<file path="src/rtl/mem_port_arbiter.sv">
// ============================================================================
// mem_port_arbiter
// ----------------------------------------------------------------------------
// Shares one single-port unified memory between instruction fetch (IF) and
// the data stage (loads/stores). Each access runs IDLE -> BUSY -> DONE:
// grant and register the request in IDLE, hold the memory interface in BUSY
// until mem_ready or timeout, pulse the owner's ack in DONE.
// Arbitration favours data, but IF is forced through once STARVE_LIMIT
// consecutive data grants have been made while if_req was waiting.
//
// Optional build macro:
//   ARB_PERF_CNT_EN - adds perf_conflict / perf_timeout counters and ports.
//
// Ports:
//   clk, reset          clock, synchronous active-high reset
//   if_req/if_addr      fetch request (held until if_ack)
//   if_ack/if_rdata     fetch completion pulse and registered instruction
//   d_req/d_we/d_addr/d_wdata   data request, held until d_ack
//   d_ack/d_rdata       data completion pulse and registered load data
//   acc_err             pulses with the ack of a timed-out access
//   stall_if/stall_mem  pipeline stalls (request pending, not yet acked)
//   mem_en/mem_we/mem_addr/mem_wdata   registered memory request
//   mem_ready/mem_rdata memory completion strobe and read data
//   perf_conflict/perf_timeout   (ARB_PERF_CNT_EN only) saturating counters
// ============================================================================
//
// state | meaning
// ------+---------------------------------------------------------------
// IDLE  | no access in flight; arbitrate and register the winner
// BUSY  | mem_en high, request held, waiting for mem_ready or timeout
// DONE  | one-cycle ack to the owner; requests are not sampled here
//
module mem_port_arbiter #(
    parameter int ADDR_W       = 32,
    parameter int DATA_W       = 32,
    parameter int STARVE_LIMIT = 4,
    parameter int TIMEOUT      = 16
) (
    input  logic              clk,
    input  logic              reset,
    input  logic              if_req,
    input  logic [ADDR_W-1:0] if_addr,
    output logic              if_ack,
    output logic [DATA_W-1:0] if_rdata,
    input  logic              d_req,
    input  logic              d_we,
    input  logic [ADDR_W-1:0] d_addr,
    input  logic [DATA_W-1:0] d_wdata,
    output logic              d_ack,
    output logic [DATA_W-1:0] d_rdata,
    output logic              acc_err,
    output logic              stall_if,
    output logic              stall_mem,
    output logic              mem_en,
    output logic              mem_we,
    output logic [ADDR_W-1:0] mem_addr,
    output logic [DATA_W-1:0] mem_wdata,
    input  logic              mem_ready,
    input  logic [DATA_W-1:0] mem_rdata
`ifdef ARB_PERF_CNT_EN
    ,
    output logic [31:0]       perf_conflict,
    output logic [15:0]       perf_timeout
`endif
);

    localparam int SC_W = $clog2(STARVE_LIMIT + 1);
    localparam int TO_W = (TIMEOUT > 2) ? $clog2(TIMEOUT) : 1;

    typedef enum logic [1:0] {
        IDLE = 2'd0,
        BUSY = 2'd1,
        DONE = 2'd2
    } state_t;

    state_t            state;
    state_t            state_nxt;
    logic              owner_d;      // 1 = data stage owns the access
    logic              err;
    logic [SC_W-1:0]   starve_cnt;
    logic [TO_W-1:0]   timeout_cnt;

    logic              req_any;
    logic              grant_if;
    logic              starved;
    logic              timeout_hit;

    assign req_any     = if_req | d_req;
    assign starved     = (starve_cnt >= SC_W'(STARVE_LIMIT));
    assign grant_if    = if_req & (~d_req | starved);
    assign timeout_hit = (timeout_cnt == TO_W'(TIMEOUT - 1));

    // ------------------------------------------------------------------
    // FSM state register
    // ------------------------------------------------------------------
    always_ff @(posedge clk) begin
        if (reset) begin
            state <= IDLE;
        end else begin
            state <= state_nxt;
        end
    end

    // ------------------------------------------------------------------
    // Next state and state-decoded outputs
    // ------------------------------------------------------------------
    always_comb begin
        state_nxt = state;
        mem_en    = 1'b0;
        if_ack    = 1'b0;
        d_ack     = 1'b0;
        acc_err   = 1'b0;
        case (state)
            IDLE: begin
                if (req_any) begin
                    state_nxt = BUSY;
                end
            end
            BUSY: begin
                mem_en = 1'b1;
                if (mem_ready || timeout_hit) begin
                    state_nxt = DONE;
                end
            end
            DONE: begin
                if_ack    = ~owner_d;
                d_ack     = owner_d;
                acc_err   = err;
                state_nxt = IDLE;
            end
            default: begin
                state_nxt = IDLE;
            end
        endcase
    end

    // Stalls are combinational so the pipeline releases in the ack cycle.
    assign stall_if  = if_req & ~if_ack;
    assign stall_mem = d_req & ~d_ack;

    // ------------------------------------------------------------------
    // Request registers, counters and read-data capture
    // ------------------------------------------------------------------
    always_ff @(posedge clk) begin
        if (reset) begin
            owner_d     <= 1'b0;
            err         <= 1'b0;
            starve_cnt  <= '0;
            timeout_cnt <= '0;
            mem_we      <= 1'b0;
            mem_addr    <= '0;
            mem_wdata   <= '0;
            if_rdata    <= '0;
            d_rdata     <= '0;
        end else begin
            case (state)
                IDLE: begin
                    if (req_any) begin
                        owner_d     <= ~grant_if;
                        err         <= 1'b0;
                        timeout_cnt <= '0;
                        if (grant_if) begin
                            mem_addr  <= if_addr;
                            mem_we    <= 1'b0;
                            mem_wdata <= '0;
                        end else begin
                            mem_addr  <= d_addr;
                            mem_we    <= d_we;
                            mem_wdata <= d_wdata;
                        end
                        // A data grant only counts against IF if IF was waiting.
                        if (grant_if || !if_req) begin
                            starve_cnt <= '0;
                        end else if (!starved) begin
                            starve_cnt <= starve_cnt + SC_W'(1);
                        end
                    end
                end
                BUSY: begin
                    // mem_ready takes priority over a coincident timeout.
                    if (mem_ready) begin
                        if (owner_d) begin
                            d_rdata <= mem_rdata;
                        end else begin
                            if_rdata <= mem_rdata;
                        end
                    end else if (timeout_hit) begin
                        err <= 1'b1;
                        if (owner_d) begin
                            d_rdata <= '0;
                        end else begin
                            if_rdata <= '0;
                        end
                    end else begin
                        timeout_cnt <= timeout_cnt + TO_W'(1);
                    end
                end
                DONE: begin
                    timeout_cnt <= '0;
                end
                default: begin
                    timeout_cnt <= '0;
                end
            endcase
        end
    end

`ifdef ARB_PERF_CNT_EN
    // ------------------------------------------------------------------
    // Saturating performance counters
    // ------------------------------------------------------------------
    logic conflict;

    assign conflict = if_req & d_req & ~if_ack & ~d_ack;

    always_ff @(posedge clk) begin
        if (reset) begin
            perf_conflict <= '0;
            perf_timeout  <= '0;
        end else begin
            if (conflict && (perf_conflict != '1)) begin
                perf_conflict <= perf_conflict + 32'd1;
            end
            if (acc_err && (perf_timeout != '1)) begin
                perf_timeout <= perf_timeout + 16'd1;
            end
        end
    end
`endif

endmodule

</file>
<file path="config.mk">
export PLATFORM = sky130hd
export DESIGN_NAME = mem_port_arbiter
export DESIGN_NICKNAME = d
export VERILOG_FILES = /design/src/rtl/mem_port_arbiter.sv
export SDC_FILE = /design/constraint.sdc
export NUM_CORES = 1
export LEC_CHECK = 0
export BUFFER_PORTS_ARGS = -buffer_cell sky130_fd_sc_hd__buf_4
export CAP_MARGIN = 20
export CORE_ASPECT_RATIO = 1.5
export CORE_MARGIN = 5
export CORE_UTILIZATION = 40
export CTS_BUF_LIST = sky130_fd_sc_hd__clkbuf_16
export CTS_CLUSTER_DIAMETER = 60
export DETAILED_ROUTE_END_ITERATION = 12
export PLACE_DENSITY = 0.74
export SYNTH_ARGS = -nofsm -noshare
export SYNTH_HDL_FRONTEND = slang
export SYNTH_SLANG_ARGS = --single-unit
</file>
<file path="constraint.sdc">
create_clock -name clk -period 3.48 [get_ports clk]
set_input_delay 0.522 -clock clk [delete_from_list [all_inputs] [get_ports clk]]
set_output_delay 0.522 -clock clk [all_outputs]
set_load 0.03 [all_outputs]
</file>
==> implementation parameters <==
Parameter                              Value

Outcome
  Result of the run    completed

Hold path
  Worst hold start    d_wdata[19]
  WHS Path Cells    3
  Min-Delay Path Class    in2reg
  End point of the worst hold path    mem_wdata[19]

Critical path
  Worst flop-to-flop path endpoint    if_rdata[11]
  Slack of the worst reg-to-reg path    around 1.3 ns
  Crit path launch type    register
  Startpoint of the worst register-to-register path    timeout_cnt[0]
  Type of the setup path with the least slack    reg2out
  Data required time of the critical path    2.96 ns
  Data arrival time of the critical path    1.73 ns
  Number of cells traversed by the worst register-to-register path    4
  Critical Path End Type    primary output
  Critical-path maximum fanout    7

Floorplan
  Die H    between 150 and 200 µm
  Initial core utilization    40.4%
  I/O pin count    269
  Count of standard-cell rows    56
  Placeable core region    around 15000 µm²
  Die Footprint    between 15000 and 20000 µm²
  Die Span X    ~110 µm

Clocking
  Clock insertion delay at the later pin of the skew report    roughly 0.41 ns
  Clock buffer depth    2
  Total CTS buffers    17
  CTS Root Buffer Type    sky130_fd_sc_hd__clkbuf_16
  Number of sinks driven by the clock tree    140
  Number of hold buffers added after CTS    0
  Clock tree from TritonCTS    yes
  Post-cts resize count    0
  Reg clk slew, reported paths    about 0.07 ns
  Max H-tree Level    4
  Number of buffers inserted to repair setup after CTS    0

Routing
  Routed length on met2    9.47 mm
  Average via count per standard cell    around 5.4
  Drt drc    0
  Pre-antenna DRT Iters    5
  Total length of routed met3 wires    between 1 and 1.5 mm
  Total routed wirelength    between 15 and 20 mm
  Highest signal layer in the routed design    met4
  Average wire per standard cell    17.5 µm
  Length of routed wiring on met1    around 7.9 mm
  Remaining antenna violation count    0
  Overall via count from detail_route    around 6k
  Number of DRC markers after the initial detailed-route iteration    412

Pwr
  Net Sw Power    around 1.2 mW
  Proportion of power drawn by the clock network    41.6%
  VDD IR-drop max    0.263 mV
  Leakage Power    slightly below 4 nW
  Total power divided by cell area    between 400 and 500 nW/µm²
  Fraction of power consumed by combinational cells    between 10% and 20%
  Share of power burned in registers    between 40% and 50%
  Power, Total    4.33 mW
  Switching share of total power    approximately 29%
  Internal portion of total power    about 3.1 mW

Timing
  Max Slew Vio Count    0
  Total Neg Setup Slack    0 ns
  Setup violation total in the final timing report    0
  Final worst clock skew    around 0.0087 ns
  Worst hold slack    between 0.3 and 0.4 ns
  Crit share post-route    between 60% and 70%
  Final worst setup slack    roughly 1.2 ns
  Transition at the pin with the smallest max-transition slack    1.07 ns
  RSZ-0062 raised after global routing    no
  Max Clk Rate    about 440 MHz
  Final Hold Vio Count    0
  Minimum clock period after layout    2.25 ns
  Worst max-slew margin expressed relative to the limit    roughly 29%

Synth
  Number of synthesized register bits    140
  Area leader, netlist    sky130_fd_sc_hd__dfxtp_1
  Fraction of registers with async set or reset after synthesis    0%
  Most used standard cells in the synthesized netlist    sky130_fd_sc_hd__dfxtp_1, sky130_fd_sc_hd__a21oi_1, sky130_fd_sc_hd__mux2i_1, sky130_fd_sc_hd__nand2b_1, sky130_fd_sc_hd__clkbuf_1
  Number of synthesized flops with an enable pin    0
  Synth warnings    0
  Synth top area share    44.9%
  Number of distinct library cells after synthesis    40
  Dominant cell by count in the synthesized netlist    sky130_fd_sc_hd__dfxtp_1
  Post-Syn Nets    803
  Proportion of synthesized chip area in sequential cells    44.9%
  Area of the mapped netlist    between 6000 and 7000 µm²
  Avg Cell Area, Syn    between 9 and 10 µm²
  Ranking of synthesized cells by area    sky130_fd_sc_hd__dfxtp_1, sky130_fd_sc_hd__mux2i_1, sky130_fd_sc_hd__nand2b_1
  Most common flop cell mapped by yosys    sky130_fd_sc_hd__dfxtp_1
  Count of mapped cells out of synthesis    ~670

Place
  Instance area after placement    8240 µm²
  HPWL after DPL    ~13 mm
  Total placed cells including tap cells    1072
  Worst slack at placement    1.16 ns
  Port-buffer cells    between 200 and 300
  Weighted congestion at the end of routability-driven global placement    about 0.84

Global routing
  Maximum number of pins on one net before global-route repair    78
  Wire length of the first global-routing pass    ~30 mm
  Number of antenna violations at the first check in global routing    0
  Total grt overflow    0
  Total global-route track usage    about 20%
  Via count of the first global-routing pass    5944

Finish
  Filler cells    about 1.4k
  Area growth from synthesis to layout    41.3%
  Nets    about 1.0k
  Design Area, Final    between 8000 and 9000 µm²
  Ant diodes    0
  Utilization after layout    between 50% and 60%
  Number of non-filler instances in the completed layout    around 1.1k
  Fraction of layout instances using a drive strength above 1    roughly 36%

Flow run
  Number of maximum-capacitance violations    0
## cells by family after synthesis
group | share of synthesized area, %
adders and majority gates | 0.400
buffers and inverters | 6.67
DFF | 44.9
AOI/OAI and AO/OA | 21.7
muxes | 10.4
and+or+nand+nor | 15.9
## worst max-delay path: stages, from the launching register on
cell	delay (ns)
sky130_fd_sc_hd__dfxtp_1	0.49
sky130_fd_sc_hd__inv_1	0.14
sky130_fd_sc_hd__nor3_1	0.42
sky130_fd_sc_hd__nor2_1	0.08
sky130_fd_sc_hd__buf_4	0.19
## power by group through the flow
stage                     combinational (mW)  clock (mW)  sequential [mW]
after floorplan                        0.325           0             1.92
after global placement                 0.787           0             1.77
after detailed placement               0.791           0             1.77
after CTS                              0.792        1.86             1.74
after global routing                   0.844        1.93             1.75
final                                  0.790        1.80             1.74
## metal layers
| metal | up-vias | global-route usage [%] |
|---|---|---|
| met5 | - | 0 |
| met4 | 0 | 8.04 |
| met3 | 42 | 5.41 |
| met2 | 272 | 33.2 |
| met1 | 2785 | 25.0 |
| li1 | 2917 | - |
## area by class of cell
cell class | instances | area, µm² | area share, %
Timing Repair Buffer | 280 | 2110 | 24.0
Multi-Input combinational cell | 444 | 3050 | 34.5
Sequential cell | 140 | 2800 | 31.7
Clock inverter | 15 | 165 | 1.87
Tap cell | 203 | 254 | 2.88
Clock buffer | 17 | 425 | 4.82
Inverter | 5 | 18.8 | 0.213
## state kept, by name (all words and copies together) (netlist names)
name         flops
starve_cnt       3
mem_we           1
owner_d          1
mem_wdata       32
err              1
if_rdata        32
mem_addr        32
d_rdata         32
state            2
timeout_cnt      4
## layout by cell type, fill, tap and decap left out, types with 2 or more instances in the layout
master,instances
sky130_fd_sc_hd__nand2b_1,65
sky130_fd_sc_hd__or2_1,2
sky130_fd_sc_hd__o21ai_1,28
sky130_fd_sc_hd__nor2_1,3
sky130_fd_sc_hd__nand3b_1,32
sky130_fd_sc_hd__nor2b_1,2
sky130_fd_sc_hd__buf_4,279
sky130_fd_sc_hd__nand2_1,2
sky130_fd_sc_hd__a311oi_1,33
sky130_fd_sc_hd__inv_2,2
sky130_fd_sc_hd__o21ai_0,42
sky130_fd_sc_hd__clkinv_4,5
sky130_fd_sc_hd__clkbuf_16,17
sky130_fd_sc_hd__nand3_1,34
sky130_fd_sc_hd__and2_1,2
sky130_fd_sc_hd__bufinv_16,2
sky130_fd_sc_hd__o2111ai_1,34
sky130_fd_sc_hd__ha_1,2
sky130_fd_sc_hd__nor2_2,2
sky130_fd_sc_hd__inv_8,2
sky130_fd_sc_hd__a21oi_1,72
sky130_fd_sc_hd__dfxtp_1,140
sky130_fd_sc_hd__clkinv_2,2
sky130_fd_sc_hd__inv_6,2
sky130_fd_sc_hd__mux2i_1,65
sky130_fd_sc_hd__nor3_1,2
sky130_fd_sc_hd__inv_1,3
sky130_fd_sc_hd__nand4_1,6
## worst max-delay path by stage
stage              start           to  slack, ns  depth (start not counted)
3_3_place_gp   mem_ready  if_rdata[1]       1.19                          4
4_1_cts         state[1]     stall_if       1.21                          4
6_report        state[1]     stall_if       1.23                          4
5_1_grt         state[1]     stall_if       1.06                          4
3_5_place_dp   mem_ready  if_rdata[0]       1.16                          4
2_1_floorplan   state[1]     stall_if       1.40                          3
No activity file was read; power rests on OpenSTA's default activity.
